## config.mk

```make
export PLATFORM = sky130hd
export DESIGN_NAME = sa_feeder
export DESIGN_NICKNAME = d
export VERILOG_FILES = /design/src/rtl/sa_pkg.sv /design/src/rtl/sa_pos_cnt.sv /design/src/rtl/sa_feeder.sv
export SDC_FILE = /design/constraint.sdc
export NUM_CORES = 1
export LEC_CHECK = 0
export BUFFER_PORTS_ARGS = -buffer_cell sky130_fd_sc_hd__buf_2
export CAP_MARGIN = 5
export CORE_ASPECT_RATIO = 0.7
export CORE_MARGIN = 1.5
export CORE_UTILIZATION = 48
export CTS_CLUSTER_DIAMETER = 30
export DETAILED_ROUTE_END_ITERATION = 8
export PLACE_DENSITY = 0.85
export SLEW_MARGIN = 20
export SYNTH_ARGS = -nofsm -noshare
export SYNTH_HDL_FRONTEND = slang
export SYNTH_SLANG_ARGS = --single-unit
```

## constraint.sdc

```tcl
create_clock -name clk -period 2.5 [get_ports clk]
set_input_delay 0.5 -clock clk [delete_from_list [all_inputs] [get_ports clk]]
set_output_delay 0.5 -clock clk [all_outputs]
set_load 0.1 [all_outputs]
```

## src/rtl/sa_pkg.sv

```systemverilog
// Shared definitions for the systolic-array front end: sizes, output latency,
// feeder state encoding and the border tap mask helper.
package sa_pkg;

    localparam int unsigned LINE_BUF_LEN = 56;
    localparam int unsigned NUM_PE       = 10;
    localparam int unsigned SA_OUT_LAT   = 4;

    typedef enum logic [1:0] {
        ST_IDLE   = 2'd0,
        ST_LOAD   = 2'd1,
        ST_STREAM = 2'd2,
        ST_FLUSH  = 2'd3
    } feeder_state_e;

    // PE taps that fall outside the image on each border (PE 9 is the 1x1 tap)
    localparam logic [NUM_PE-1:0] TOP_TAPS    = 10'h1C0;
    localparam logic [NUM_PE-1:0] BOTTOM_TAPS = 10'h007;
    localparam logic [NUM_PE-1:0] LEFT_TAPS   = 10'h124;
    localparam logic [NUM_PE-1:0] RIGHT_TAPS  = 10'h049;

    function automatic logic [NUM_PE-1:0] border_mask(
        input logic top,
        input logic bottom,
        input logic left,
        input logic right
    );
        logic [NUM_PE-1:0] m;
        m = '1;
        if (top)    m = m & ~TOP_TAPS;
        if (bottom) m = m & ~BOTTOM_TAPS;
        if (left)   m = m & ~LEFT_TAPS;
        if (right)  m = m & ~RIGHT_TAPS;
        return m;
    endfunction

endpackage

```

## src/rtl/sa_pos_cnt.sv

```systemverilog
// Push/row/col position tracker: center-valid flag, border mask and the
// output-latency valid delay line, all advanced only on pipeline pushes.
module sa_pos_cnt
    import sa_pkg::*;
#(
    parameter int unsigned IMG_W = 56,
    parameter int unsigned IMG_H = 56,
    parameter int unsigned CNT_W = 12
) (
    input  logic              clk,
    input  logic              rst_n,
    input  logic              clear,
    input  logic              en,
    output logic [CNT_W-1:0]  q,
    output logic              center_valid,
    output logic [NUM_PE-1:0] pe_mask,
    output logic              valid_dly
);
    localparam int unsigned HW = IMG_W * IMG_H;

    logic [CNT_W-1:0]      row;
    logic [CNT_W-1:0]      col;
    logic [SA_OUT_LAT-1:0] vld_sr;

    // center lags the push index by one line plus one pixel
    assign center_valid = (q >= CNT_W'(IMG_W + 1)) && (q < CNT_W'(HW + IMG_W + 1));
    assign valid_dly    = vld_sr[SA_OUT_LAT-1];

    always_ff @(posedge clk or negedge rst_n) begin
        if (!rst_n) begin
            q      <= '0;
            row    <= '0;
            col    <= '0;
            vld_sr <= '0;
        end else if (clear) begin
            q      <= '0;
            row    <= '0;
            col    <= '0;
            vld_sr <= '0;
        end else if (en) begin
            q      <= q + CNT_W'(1);
            vld_sr <= {vld_sr[SA_OUT_LAT-2:0], center_valid};
            if (center_valid) begin
                if (col == CNT_W'(IMG_W - 1)) begin
                    col <= '0;
                    row <= (row == CNT_W'(IMG_H - 1)) ? '0 : row + CNT_W'(1);
                end else begin
                    col <= col + CNT_W'(1);
                end
            end
        end
    end

`ifdef SA_FEEDER_PAD_EN
    assign pe_mask = border_mask(row == '0, row == CNT_W'(IMG_H - 1),
                                 col == '0, col == CNT_W'(IMG_W - 1));
`else
    assign pe_mask = '1;
`endif

endmodule

```

## src/rtl/sa_feeder.sv

```systemverilog
// sa_feeder: loads weight banks and streams one feature map into the systolic array.
// Define SA_FEEDER_PAD_EN to mask border taps (zero-padded "same" convolution).
module sa_feeder #(
    parameter int unsigned LINE_BUF_LEN = sa_pkg::LINE_BUF_LEN,
    parameter int unsigned IMG_H        = 56
) (
    input  logic                      clk,
    input  logic                      rst_n,
    input  logic                      load_start,
    input  logic [1:0]                load_bank,
    input  logic                      run_start,
    input  logic [1:0]                run_bank,
    output logic                      busy,
    output logic                      done,
    input  logic                      w_valid,
    output logic                      w_ready,
    input  logic [7:0]                w_data,
    input  logic                      px_valid,
    output logic                      px_ready,
    input  logic [7:0]                px_data,
    output logic                      pipe_en,
    output logic [sa_pkg::NUM_PE-1:0] pe_en,
    output logic [7:0]                weight_load,
    output logic [sa_pkg::NUM_PE-1:0] weight_load_en,
    output logic [1:0]                weight_load_sel,
    output logic [1:0]                weight_sel,
    output logic [7:0]                imap_in,
    output logic                      out_valid
);
    import sa_pkg::NUM_PE;
    import sa_pkg::feeder_state_e;
    import sa_pkg::ST_IDLE;
    import sa_pkg::ST_LOAD;
    import sa_pkg::ST_STREAM;
    import sa_pkg::ST_FLUSH;

    localparam int unsigned HW        = LINE_BUF_LEN * IMG_H;
    localparam int unsigned CNT_W     = $clog2(HW + LINE_BUF_LEN + 6);
    localparam int unsigned LAST_PUSH = HW + LINE_BUF_LEN + 4;
    localparam int unsigned BEAT_W    = $clog2(NUM_PE);

    feeder_state_e     state_q, state_d;
    logic [1:0]        load_bank_q;
    logic [1:0]        run_bank_q;
    logic [BEAT_W-1:0] beat_q;
    logic              done_q;

    logic [CNT_W-1:0]  q;
    logic              center_valid;
    logic              valid_dly;
    logic [NUM_PE-1:0] pe_mask;

    logic w_xfer, load_last, stream_last, flush_last;

    assign w_xfer      = (state_q == ST_LOAD) && w_valid;
    assign load_last   = w_xfer && (beat_q == BEAT_W'(NUM_PE - 1));
    assign stream_last = (state_q == ST_STREAM) && px_valid && (q == CNT_W'(HW - 1));
    assign flush_last  = (state_q == ST_FLUSH) && (q == CNT_W'(LAST_PUSH));

    always_ff @(posedge clk or negedge rst_n) begin
        if (!rst_n) state_q <= ST_IDLE;
        else        state_q <= state_d;
    end

    // command latches, beat counter and the registered done pulse
    always_ff @(posedge clk or negedge rst_n) begin
        if (!rst_n) begin
            load_bank_q <= '0;
            run_bank_q  <= '0;
            beat_q      <= '0;
            done_q      <= 1'b0;
        end else begin
            done_q <= load_last || flush_last;
            if (state_q == ST_IDLE) begin
                beat_q <= '0;
                if (load_start)     load_bank_q <= load_bank;
                else if (run_start) run_bank_q  <= run_bank;
            end else if (w_xfer) begin
                beat_q <= beat_q + BEAT_W'(1);
            end
        end
    end

    always_comb begin
        state_d         = state_q;
        w_ready         = 1'b0;
        px_ready        = 1'b0;
        pipe_en         = 1'b0;
        weight_load     = '0;
        weight_load_en  = '0;
        weight_load_sel = '0;
        weight_sel      = '0;
        imap_in         = '0;
        case (state_q)
            ST_IDLE: begin
                if (load_start)     state_d = ST_LOAD;
                else if (run_start) state_d = ST_STREAM;
            end
            ST_LOAD: begin
                w_ready = 1'b1;
                if (w_valid) begin
                    weight_load     = w_data;
                    weight_load_en  = NUM_PE'(1) << beat_q;
                    weight_load_sel = load_bank_q;
                end
                if (load_last) state_d = ST_IDLE;
            end
            ST_STREAM: begin
                px_ready   = 1'b1;
                pipe_en    = px_valid;
                weight_sel = run_bank_q;
                if (px_valid) imap_in = px_data;
                if (stream_last) state_d = ST_FLUSH;
            end
            ST_FLUSH: begin
                pipe_en    = 1'b1;
                weight_sel = run_bank_q;
                if (flush_last) state_d = ST_IDLE;
            end
            default: state_d = ST_IDLE;
        endcase
    end

    sa_pos_cnt #(
        .IMG_W (LINE_BUF_LEN),
        .IMG_H (IMG_H),
        .CNT_W (CNT_W)
    ) u_pos (
        .clk          (clk),
        .rst_n        (rst_n),
        .clear        (state_q == ST_IDLE),
        .en           (pipe_en),
        .q            (q),
        .center_valid (center_valid),
        .pe_mask      (pe_mask),
        .valid_dly    (valid_dly)
    );

    assign busy      = (state_q != ST_IDLE);
    assign done      = done_q;
    assign pe_en     = (pipe_en && center_valid) ? pe_mask : '0;
    assign out_valid = pipe_en && valid_dly;

endmodule

```

# --- Word level (Yosys, flattened, before mapping) ---
# Cells that the tools add are included.
totals:
  reg_bits: 27
  inputBits: 26
  wordCells: 65
op_classes:
  add_sub_neg: 2
  magnitude_cmp: 2
  n_eq_ne: 10
  shifts: 1
  muxes: 25
  bitwise: 1
  reduce_logical: 17
op_table:
  columns: ["operator", "n"]
  rows:
  - ["8-bit 2-to-1 mux", 4]
  - ["10-bit 2-to-1 mux", 3]
  - ["12-bit equality test (second input constant)", 2]
  - ["12-bit 2-to-1 mux", 2]
  - ["2-bit 2-to-1 mux", 8]
  - ["4-bit 2-to-1 mux", 4]
  - ["12-bit by 1-bit adder with 12-bit output (second input constant)", 1]
  - ["12-bit by 6-bit >= comparator with 1-bit output (second input constant)", 1]
  - ["12-bit less-than comparator (second input constant)", 1]
  - ["1-bit by 4-bit << shifter with 10-bit output (first input constant)", 1]
  - ["1-bit logical AND", 8]
  - ["2-bit case mux with 4 select lines", 1]
  - ["2-bit != test (second input constant)", 3]
  - ["2-bit nonzero test", 3]
  - ["4-bit by 1-bit adder with 4-bit output (second input constant)", 1]
  - ["2-bit equality test (second input constant)", 2]
  - ["4-bit equality test (second input constant)", 1]
  - ["4-bit AND reduction", 1]
  - ["3-bit != test (second input constant)", 1]
  - ["3-bit AND reduction", 1]
  - ["2-bit by 1-bit equality test with 1-bit output (second input constant)", 1]
  - ["2-bit logical NOT", 1]
  - ["1-bit 2-to-1 mux", 2]
  - ["1-bit case mux with 2 select lines", 1]
  - ["4 further kinds", 4]

# --- Longest topological paths before layout ---
# Gate-level depths: netlist of the first run.
logic_depth:
  word_depth: 5
  depth_mapped: 7

# --- By module ---
# From an unflattened synthesis of the first run, not the netlist that was laid out.
hier_totals:
  hier_cells: 212
  hier_area_um2: 1923.1
by_module_without_submodules:
  columns: ["mod", "n_inst", "cells_each", "area_per_inst_um2", "seq_area_each_um2"]
  rows:
  - ["sa_feeder", 1, 114, 970.9, 275.3]
  - ["sa_pos_cnt", 1, 98, 952.2, 400.4]

# --- Worst setup path before layout of the first run ---
# OpenSTA, ideal clock, no wires.
synth_timing:
  path_kind: "reg2out"
  start: "reg state_q[1]"
  end: "out weight_load_en[2] (netlist name)"
  t_arrival_ps: 3944
  slack_ps: -1944
  stages_incl_launch_ff: 4
  path_buffers: 1
  cell_sequence: "dfrtp_1 -> buf_2 -> nand3b_2 -> nor4b_1"
synth_between:
  elab_chain_cells: 2
synth_lines:
  columns: ["item", "line_no", "rtl"]
  rows:
  - ["from (decl)", "sa_feeder.sv:42", "feeder_state_e state_q, state_d;"]
  - ["from (signal assigned)", "sa_feeder.sv:62", "else state_q <= state_d;"]
  - ["2-bit by 1-bit equality test with 1-bit output", "sa_feeder.sv:94", "case (state_q)"]
  - ["10-bit 2-to-1 mux", "sa_feeder.sv:94", null]
  - ["to (decl)", "sa_feeder.sv:24", "output logic [sa_pkg::NUM_PE-1:0] weight_load_en,"]
# No other way between the ends.

# --- Worst setup path after layout of the first run ---
layout_timing:
  start: "reg u_pos.q[9]"
  end: "out pe_en[9] (netlist name)"
layout_between:
  elab_chain_cells: 4
  elab_cells_between_ends: 5
  cone_classes: "2 x order compare; 1 x mux; 2 x reduce/logical"
layout_lines:
  columns: ["item", "line_no", "rtl"]
  rows:
  - ["from (decl)", "sa_pos_cnt.sv:14", "output logic [CNT_W-1:0] q,"]
  - ["from (signal assigned)", "sa_pos_cnt.sv:41", "q <= q + CNT_W'(1);"]
  - ["12-bit by 6-bit >= comparator with 1-bit output / 12-bit less-than comparator (equally long branches)", "sa_pos_cnt.sv:26", "assign center_valid = (q >= CNT_W'(IMG_W + 1)) && (q < CNT_W'(HW + IMG_W + 1));"]
  - ["1-bit logical AND *", "sa_pos_cnt.sv:26", null]
  - ["1-bit logical AND *", "sa_feeder.sv:141", "assign pe_en = (pipe_en && center_valid) ? pe_mask : '0;"]
  - ["10-bit 2-to-1 mux *", "sa_feeder.sv:141", null]
  - ["to (decl)", "sa_feeder.sv:22", "output logic [sa_pkg::NUM_PE-1:0] pe_en,"]
# Every way passes the cells marked *; elsewhere a longest branch is shown, timed or not.

==> results.txt, run 1 <==
----------------------------------------------------
[Status]
  Status ... finished, violations left
  Violations in the final reports ... negative setup slack

[Synthesis]
  Largest cells by area after synthesis ... dfrtp_1 39%, ha_1 7.1%, and2_1 5.7%
  Avg Synthesized Cell Area ... 8.94 µm²
  Cell area after synthesis ... 0.00175 mm²
  Cell types with the highest counts after synthesis ... 27 x dfrtp_1, 17 x nand2_1, 17 x nor2_1
  Post-synth top area share ... 38.6%
  Main flop type after synthesis ... dfrtp_1
  Post-synthesis async set-or-reset flop share ... 100%
  Post-synthesis net count ... 232
  Area leader, netlist ... dfrtp_1
  Top-count cell post-synth ... dfrtp_1
  Number of enable-type register cells in the synthesized netlist ... 0
  Seq cells post-synth ... 27
  Count of mapped cells out of synthesis ... 196
  Sequential element share of the synthesized area ... 38.6%
  Library cells used by synthesis ... 42
  Warnings from Yosys ... 0

[Global routing]
  Pin count of the biggest net entering global routing ... 28
  Global-route wire length before repair ... 6.69 mm
  Vias in the first global route ... 1452
  Antenna violations before repair ... 0
  Aggregate global-route resource usage ... 22.0%
  Remaining Overflow, GRT ... 0

[STA]
  Total count of hold-check failures in the final report ... 0
  Setup clock skew after layout ... 0.00816 ns
  Setup repair after global routing missed its margin ... true
  Maximum clock frequency ... 391 MHz
  Aggregate negative setup slack ... -0.537 ns
  Transition time at the pin with the least slew margin ... 0.584 ns
  Final worst path period share ... 102%
  Post-route worst setup slack ... -0.0599 ns
  Slew margin rel. ... 61.0%
  Final critical path time including I/O delays and setup ... 2.56 ns
  Total count of max-transition violations in the final report ... 0
  Endpoints failing setup ... 10

[Detailed routing]
  Total wire length ... 4.23 mm
  Violation count after the first detailed-route iteration ... 105
  Remaining routing DRC violations ... 0
  First-pass detailed-route iteration total ... 4
  Remaining number of nets flagged by the antenna check after routing ... 0
  WL/cell ... 13.6 µm
  Via count of the routed design ... 1627
  Routed vias/inst ... 5.21

[Cells and area]
  Storage cell area ... 678 µm²
  Area occupied by multi-input gates ... 0.00103 mm²
  Share of post-route cells with drive strength above 1 ... 44.3%
  Area of all placed cells without fillers ... 0.00245 mm²
  Layout overhead on the synthesized area ... 39.6%
  Final layout net count ... 299
  Number of inserted filler cells in the final layout ... 268
  Finished Core Util ... 69.6%
  Antenna cells ... 0

[Place]
  GPL Wtd Cong ... 0.808
  Pre-CTS setup slack ... 0.167 ns
  Post-detail-place hpwl ... 3.02 mm
  Number of input and output port buffers inserted ... 71
  Cell area reported after detailed placement ... 0.00223 mm²

[Setup path]
  Startpoint type of the worst setup path ... flop
  R2r setup slk ... 0.71 ns
  Path type of the worst setup path ... reg -> out
  Capturing point of the worst reg2reg path ... u_pos.vld_sr[0]
  Max Fanout on Critical Path ... 5
  Critical path endpoint category ... output pin
  Cells on worst reg2reg path ... 5
  Crit path DAT ... 2.06 ns
  Worst Path Required ... 2.00 ns
  Beginning of the worst register-to-register path ... u_pos.q[9]

[Job]
  Max-Cap Viols ... 0

[Floorplanning]
  Die area ... 0.00403 mm²
  Core region area ... 0.00351 mm²
  Horizontal die dimension ... 75.2 µm
  Number of placement rows ... 18
  Effective utilization at floorplan ... 49.9%
  Vert. Die Dim ... 53.5 µm
  Ports placed on the boundary ... 72

[Clocking]
  Clock tree from TritonCTS ... built
  Count of clock tree sinks ... 27
  Buffers from clock root to sink, at most ... 2
  CTS HTree Levels ... 1
  Clock latency on the worst-skew pair ... 0.27 ns
  Root cell of the clock tree ... clkbuf_8
  TritonCTS buffer count ... 3
  Clock-pin transition on the worst setup and hold timing paths ... 0.09 ns

[Power and ir drop]
  Static leakage power ... 1.25 nW
  Pwr Density ... 1120 mW/mm²
  Design Power ... 2.73 mW
  Peak ir drop on the vdd network ... 0.663 mV

[Worst hold path]
  Type of the worst min-delay path ... in -> async

----------------------------------------------------
-- cell usage in the layout (no fill, tap or decap), drive strengths merged, types with 2 or more instances in the layout --
| cell type | synthesis | layout |
|---|---|---|
| nor2 | 17 | 18 |
| and4 | 5 | 5 |
| buf | 13 | 75 |
| or3 | 2 | 2 |
| and3 | 12 | 12 |
| xor2 | 5 | 5 |
| nand3 | 12 | 12 |
| a21oi | 3 | 3 |
| clkbuf | 4 | 6 |
| inv | 9 | 9 |
| dfrtp | 27 | 27 |
| mux2 | 4 | 4 |
| nand2b | 2 | 2 |
| nand2 | 17 | 17 |
| nor4b | 2 | 2 |
| ha | 10 | 10 |
| o31ai | 3 | 3 |
| nand4 | 5 | 5 |
| and2 | 16 | 16 |
| a31oi | 2 | 2 |
| nor3 | 3 | 3 |
| nor2b | 2 | 2 |
| o21ai | 9 | 9 |
-- worst max-delay path by stage --
stage | to | slack [ns] | start | depth (start not counted)
floorplan | weight_load_en[2] | -0.57 | state_q[1] | 3
global placement | pe_en[7] | 0.20 | u_pos.q[9] | 5
CTS | pe_en[4] | -0.08 | u_pos.q[9] | 5
global route | pe_en[0] | -0.13 | u_pos.q[0] | 7
finish | pe_en[9] | -0.06 | u_pos.q[9] | 5
detailed placement | pe_en[5] | 0.17 | u_pos.q[8] | 5
-- cells by family (layout without fill, tap and decap cells) --
kind of cell	Yosys count	in the layout	share of synthesized area (%)
simple gates	99	100	31.4
buf+inv	26	91	8.14
mux	5	5	3.14
fa+ha+maj	10	10	7.14
flops	27	27	38.6
xor+xnor	6	6	3.00
compound gates	23	23	8.57
-- layer usage --
metal  part of all wire [%]  GRT usage (%)  vias up
li1                       -              -      802
met1                     46           30.7      777
met2                     48           37.3       45
met3                    4.8           4.31        3
met4                   0.24           2.38        0
met5                      0              0        -
-- registers in the layout, indices dropped and copies added, names as in the netlist --
| name | cells |
|---|---|
| u_pos.q | 12 |
| run_bank_q | 2 |
| done | 1 |
| state_q | 2 |
| u_pos.vld_sr | 4 |
| beat_q | 4 |
| load_bank_q | 2 |
-- layout make-up --
class                   instances  area share, %
clock buffers                   3           1.69
repair buffers                 78           24.3
inverters                       9           1.38
multi-input cells             144           42.1
clock inverters                 1          0.205
flip-flops and latches         27           27.7
well taps                      50           2.56
-- metrics by stage --
stage	hold WS, ns	cells
after floorplan	0.204	196
after global placement	0.443	304
after detailed placement	0.453	304
after CTS	0.237	312
after global routing	0.259	312
final	0.213	312
-- power by group --
group | internal (mW) | leakage, nW | switching [mW]
clock | 0.112 | 0.0255 | 0.132
sequential | 0.557 | 0.345 | 0.160
combinational | 0.495 | 0.876 | 1.28
-- timing repair --
item,4_1_cts,5_1_grt
gates resized for setup,31,12
setup endpoints to repair,21,37
hold buffers,0,0
buffers inserted,3,0
gates cloned,1,0
pin swaps,4,1
-- worst max-delay path, cell delays in order, from the launching register on --
cell,delay [ns]
dfrtp_1,0.41
or3_4,0.40
or4_4,0.44
o21ai_4,0.22
nor2_4,0.10
buf_6,0.21
Power figures use the tool's default switching activity.
==> run 2, diff against run 1 <==
--- a/config.mk
+++ b/config.mk
@@ -7,5 +7,5 @@
 export LEC_CHECK = 0
 export BUFFER_PORTS_ARGS = -buffer_cell sky130_fd_sc_hd__buf_2
-export CAP_MARGIN = 5
+export CAP_MARGIN = 10
 export CORE_ASPECT_RATIO = 0.7
 export CORE_MARGIN = 1.5
==> constraint.sdc (replaced) <==
create_clock -name clk -period 2.5 [get_ports clk]
set_input_delay 0.5 -clock clk [delete_from_list [all_inputs] [get_ports clk]]
set_output_delay 0.5 -clock clk [all_outputs]
set_load 0.01 [all_outputs]
==> run 2 against run 1 <==
  * Final cell count down 1.3%
  * Final area is 11% lower
  * Die area is the same
  * Sequential share of layout area grew 3.4 points
  * Count of clock-buffer cells in the layout rose by 1
  * First-iteration DRC count fell by 17%
  * Fmax is 4.9% higher
  * The flow now finishes without violations
  * Power shrank 39%
  * Clock skew down 0.0055 ns
  * Sequential power decreased by 2%
==> results.txt, run 2 (same netlist as run 1, synthesis figures left out) <==
----------------------------------------------------
[Detailed routing]
  Violation count after the first detailed-route iteration ... 87
  Total wire length ... 3.95 mm
  Uppermost layer routed ... met3
  First-pass detailed-route iteration total ... 4
  Met2 wire len ... 1.86 mm
  Routed vias/inst ... 5.12
  Detailed-route wire length on metal 1 ... 1.91 mm
  WL/cell ... 12.8 µm
  Remaining number of nets flagged by the antenna check after routing ... 0
  Remaining routing DRC violations ... 0
  Via count of the routed design ... 1577
  Metal3 WL ... 177 µm

[Setup path]
  R2r setup slk ... 0.72 ns
  Beginning of the worst register-to-register path ... u_pos.q[8]
  Capturing point of the worst reg2reg path ... state_q[0]
  Crit path DAT ... 1.94 ns
  Worst Path Required ... 2.00 ns
  Max Fanout on Critical Path ... 10
  Cells on worst reg2reg path ... 5
  Path type of the worst setup path ... reg -> out
  Startpoint type of the worst setup path ... flop
  Critical path endpoint category ... output pin

[STA]
  Slew margin rel. ... 59.4%
  Setup clock skew after layout ... 0.00270 ns
  Maximum clock frequency ... 410 MHz
  Transition time at the pin with the least slew margin ... 0.610 ns
  Worst hold slack ... 0.232 ns
  Final worst path period share ... 97.6%
  Total count of max-transition violations in the final report ... 0
  Final critical path time including I/O delays and setup ... 2.44 ns
  Setup repair after global routing missed its margin ... true
  Endpoints failing setup ... 0
  Total count of hold-check failures in the final report ... 0

[Global routing]
  Remaining Overflow, GRT ... 0
  Global-route wire length before repair ... 6.22 mm
  Pin count of the biggest net entering global routing ... 28
  Vias in the first global route ... 1365
  Aggregate global-route resource usage ... 20.2%
  Antenna violations before repair ... 0

[Power and ir drop]
  Part of the power in the clock network ... 14.7%
  Static leakage power ... 1.19 nW
  Share of total power consumed by net switching ... 40.6%
  Pwr Density ... 767 mW/mm²
  Peak ir drop on the vdd network ... 0.448 mV
  Switching power total ... 676 µW
  Relative contribution of combinational cells to total power ... 43.0%
  Flop pwr share ... 42.3%
  Internal cell power ... 991 µW

[Clocking]
  Buffers from clock root to sink, at most ... 2
  TritonCTS buffer count ... 3
  CTS HTree Levels ... 1
  Count of clock tree sinks ... 27
  Root cell of the clock tree ... clkbuf_8
  Clock-pin transition on the worst setup and hold timing paths ... 0.09 ns
  Clock latency on the worst-skew pair ... 0.27 ns
  Clock tree from TritonCTS ... built

[Floorplanning]
  Ports placed on the boundary ... 72
  Core region area ... 0.00351 mm²
  Number of placement rows ... 18
  Effective utilization at floorplan ... 49.9%
  Die area ... 0.00403 mm²
  Vert. Die Dim ... 53.5 µm
  Horizontal die dimension ... 75.2 µm

[Job]
  Max-Cap Viols ... 0

[Place]
  Number of input and output port buffers inserted ... 71
  GPL Wtd Cong ... 0.804
  Post-detail-place hpwl ... 2.87 mm

[Cells and area]
  Commonest non-fill, non-tap cell in the layout ... buf_2
  Finished Core Util ... 61.8%
  Commonest non-fill, non-tap cells in the layout ... 70 x buf_2, 26 x dfrtp_1, 17 x nand2_1, 16 x nor2_1, 16 x and2_1
  Top Registers ... u_pos.q x12, beat_q x4, u_pos.vld_sr x4
  Largest register by flop count ... u_pos.q
  Antenna cells ... 0
  Layout overhead on the synthesized area ... 24.0%
  Flip-flop count of the largest register, all copies and words added ... 12
  Final layout net count ... 295
  Share of post-route cells with drive strength above 1 ... 36.0%

[Worst hold path]
  Type of the worst min-delay path ... in -> async

[Status]
  Status ... complete, no violations

----------------------------------------------------
## run 2: worst max-delay path by stage
stage / cells past startpoint / endpoint / start
floorplan: 7 / pe_en[1] / u_pos.q[0]
global placement: 5 / pe_en[0] / u_pos.q[7]
detailed placement: 5 / pe_en[3] / u_pos.q[7]
CTS: 5 / pe_en[3] / u_pos.q[7]
global route: 5 / pe_en[8] / u_pos.q[8]
finish: 5 / pe_en[3] / u_pos.q[8]
## run 2: worst max-delay path: stages (launching register included)
cell	delay, ns
dfrtp_1	0.43
or3_4	0.41
or4_4	0.43
o21ai_4	0.18
nor2_4	0.07
buf_2	0.16
## run 2: routing by layer
| metal | GRT usage [%] | vias up |
|---|---|---|
| met5 | 0 | - |
| met4 | 0.893 | 0 |
| met3 | 3.93 | 0 |
| met2 | 33.3 | 43 |
| met1 | 29.3 | 748 |
| li1 | - | 786 |
## run 2: stage by stage
step	cells	setup slack (ns)	setup TNS [ns]	power, mW	cell area (µm²)
CTS	306	0.00567	0	1.63	2130
global route	308	-0.0257	-0.217	1.81	2170
finish	308	0.0592	0	1.67	2170
detailed placement	302	0.284	0	1.38	2080
global placement	302	0.309	0	1.35	2080
floorplan	196	0.294	0	1.20	1750
## run 2: timing repair
action / in CTS / in global routing
hold buffers: 0 / 0
setup buffers: 0 / 2
setup endpoints to repair: 10 / 10
pin swaps: 0 / 2
resized for setup: 2 / 6
## run 2: layout make-up
class                      instances  area [µm²]
fill                             331        1340
timing repair buffer              75         392
multi-input combinational        143         962
sequential                        27         677
clock buffer                       4        45.0
inverter                           9        33.8
tap                               50        62.6
## run 2: power by group through the flow
stage | clock (mW) | combinational (mW) | sequential, mW
2_1_floorplan | 0 | 0.541 | 0.657
3_3_place_gp | 0 | 0.646 | 0.701
3_5_place_dp | 0 | 0.667 | 0.708
4_1_cts | 0.253 | 0.681 | 0.699
5_1_grt | 0.272 | 0.811 | 0.728
6_report | 0.246 | 0.716 | 0.705
==> run 3, diff against run 2 <==
==> constraint.sdc (replaced) <==
create_clock -name clk -period 2.5 [get_ports clk]
set_input_delay 0.125 -clock clk [delete_from_list [all_inputs] [get_ports clk]]
set_output_delay 0.125 -clock clk [all_outputs]
set_load 0.01 [all_outputs]
==> run 3 against run 2 <==
  * Core utilization down 1.4 points
  * Sequential power up 1%
  * Worst setup slack better by 0.32 ns
  * Count of clock-buffer cells in the layout unchanged
  * Clock skew up 0.0031 ns
  * Sequential cell count unchanged
  * Largest power group is now registers
  * Highest routed layer is now met4
  * Final area down 2.2%
  * Die area unchanged
  * Wire length down 6.4%
  * Fmax up 15%
  * Register-to-register slack better by 0.05 ns
  * Critical path type unchanged
==> results.txt, run 3 (same netlist as run 1, synthesis figures left out) <==
----------------------------------------------------
[Floorplanning]
  Ports placed on the boundary ... 72
  Number of placement rows ... 18
  Vert. Die Dim ... 53.5 µm
  Core region area ... 0.00351 mm²
  Horizontal die dimension ... 75.2 µm
  Effective utilization at floorplan ... 49.9%
  Die area ... 0.00403 mm²

[Global routing]
  Aggregate global-route resource usage ... 19.7%
  Pin count of the biggest net entering global routing ... 28
  Antenna violations before repair ... 0
  Global-route wire length before repair ... 6.01 mm
  Vias in the first global route ... 1293
  Remaining Overflow, GRT ... 0

[Cells and area]
  Largest register by flop count ... u_pos.q
  Top Registers ... u_pos.q x12, beat_q x4, u_pos.vld_sr x4
  Commonest non-fill, non-tap cell in the layout ... buf_2
  Area of all placed cells without fillers ... 0.00212 mm²
  Antenna cells ... 0
  Layout overhead on the synthesized area ... 21.2%
  Flip-flop count of the largest register, all copies and words added ... 12
  Number of inserted filler cells in the final layout ... 326
  Final layout net count ... 293
  Commonest non-fill, non-tap cells in the layout ... 71 x buf_2, 27 x dfrtp_1, 17 x nor2_1, 17 x nand2_1, 16 x and2_1
  Share of post-route cells with drive strength above 1 ... 33.2%

[Detailed routing]
  Violation count after the first detailed-route iteration ... 105
  Routed vias/inst ... 5.09
  Via count of the routed design ... 1557
  Remaining routing DRC violations ... 0
  WL/cell ... 12.1 µm
  Remaining number of nets flagged by the antenna check after routing ... 0
  First-pass detailed-route iteration total ... 4
  Total wire length ... 3.70 mm

[Power and ir drop]
  Pwr Density ... 757 mW/mm²
  Peak ir drop on the vdd network ... 0.505 mV
  Design Power ... 1.61 mW
  Static leakage power ... 1.18 nW

[Setup path]
  Logic depth of the worst setup path including buffers ... 7
  Timing startpoint of the critical path ... u_pos.q[0]
  Worst Path Required ... 2.38 ns
  Cells on worst reg2reg path ... 4
  Family of cells with the greatest summed delay on the critical path ... simple AND/OR/NAND/NOR gates
  Capturing point of the worst reg2reg path ... state_q[0]
  Crit path DAT ... 1.99 ns
  Critical path endpoint category ... output pin
  CP Capture Point ... pe_en[1]
  R2r setup slk ... 0.77 ns
  Largest incremental delay on the critical path ... 0.46 ns
  Beginning of the worst register-to-register path ... state_q[1]
  Max Fanout on Critical Path ... 10
  Cell Chain, Critical Path ... inv_1 -> ha_1 -> and2b_2 -> a21oi_1 -> o21ai_1 -> nor2_1 -> buf_2
  Crit path max-delay cell type ... dfrtp_1
  Buffering stage count on the worst path with inverters included ... 2
  Startpoint type of the worst setup path ... flop
  Path type of the worst setup path ... reg -> out

[Clocking]
  Number of instances resized during post-cts repair ... 0
  Clock tree from TritonCTS ... built
  Root cell of the clock tree ... clkbuf_8
  TritonCTS buffer count ... 3
  Clock latency on the worst-skew pair ... 0.27 ns
  Buffers from clock root to sink, at most ... 2
  Total setup buffers inserted after CTS ... 0
  CTS HTree Levels ... 1
  Clock-pin transition on the worst setup and hold timing paths ... 0.09 ns
  Count of clock tree sinks ... 27

[Place]
  Cell area reported after detailed placement ... 0.00207 mm²
  Number of input and output port buffers inserted ... 71
  GPL Wtd Cong ... 0.854
  Post-detail-place hpwl ... 2.88 mm

[Worst hold path]
  Source of the worst hold timing path ... load_bank[0]
  Type of the worst min-delay path ... in -> reg

[STA]
  Total count of hold-check failures in the final report ... 0
  Endpoints failing setup ... 0
  Final worst path period share ... 84.8%
  Setup clock skew after layout ... 0.00576 ns
  Aggregate negative setup slack ... 0 ns
  Setup repair after global routing missed its margin ... false
  Total count of max-transition violations in the final report ... 0
  Slew margin rel. ... 59.6%
  Maximum clock frequency ... 472 MHz
  Transition time at the pin with the least slew margin ... 0.606 ns
  Final critical path time including I/O delays and setup ... 2.12 ns

[Job]
  Max-Cap Viols ... 0

[Status]
  Status ... complete, no violations

----------------------------------------------------
run 3: timing repair:
action                     in CTS  in global routing
hold endpoints to repair       27                  0
setup endpoints to repair       0                  0
hold buffers                    1                  0
run 3: cell type report:
cell class,count,area [µm²],area share [%]
inverter,9,33.8,1.59
timing repair buffer,73,373,17.6
tap,50,62.6,2.95
clock buffer,4,45.0,2.12
multi-input combinational,143,933,44.0
sequential,27,676,31.8
run 3: worst min path at each step:
stage                           to  slack [ns]  depth (start not counted)
floorplan                beat_q[0]       -0.17                          0
global placement        u_pos.q[5]        0.16                          1
detailed placement      u_pos.q[8]        0.16                          1
CTS                 load_bank_q[0]        0.08                          2
global route        load_bank_q[0]        0.07                          2
finish              load_bank_q[0]        0.08                          2
run 3: per-layer routing:
| metal | global-route usage, % | part of all wire [%] |
|---|---|---|
| met1 | 29.3 | 51 |
| met2 | 30.7 | 43 |
| met3 | 3.93 | 5.4 |
| met4 | 2.68 | 0.38 |
| met5 | 0 | 0 |
run 3: metrics by stage:
step | hold WS [ns] | cells | setup slack (ns) | utilization (%)
final | 0.0828 | 306 | 0.380 | 60.4
after global routing | 0.0735 | 306 | 0.121 | 60.4
after CTS | 0.0772 | 306 | 0.364 | 60.4
after detailed placement | 0.163 | 301 | 0.669 | 58.9
after global placement | 0.161 | 301 | 0.705 | 58.9
after floorplan | -0.171 | 196 | 0.669 | -
run 3: where the power goes:
part | internal [mW] | switching (mW) | total [mW]
logic | 0.284 | 0.365 | 0.649
clock network | 0.114 | 0.132 | 0.246
registers | 0.555 | 0.156 | 0.712
total | 0.954 | 0.653 | 1.61
run 3: worst register-to-register path, cell delays in order, from the launching register on:
cell and delay (ns):
dfrtp_1 0.53, nand3b_2 0.38, nor3_1 0.44, a21oi_1 0.08
a31o_1 0.20
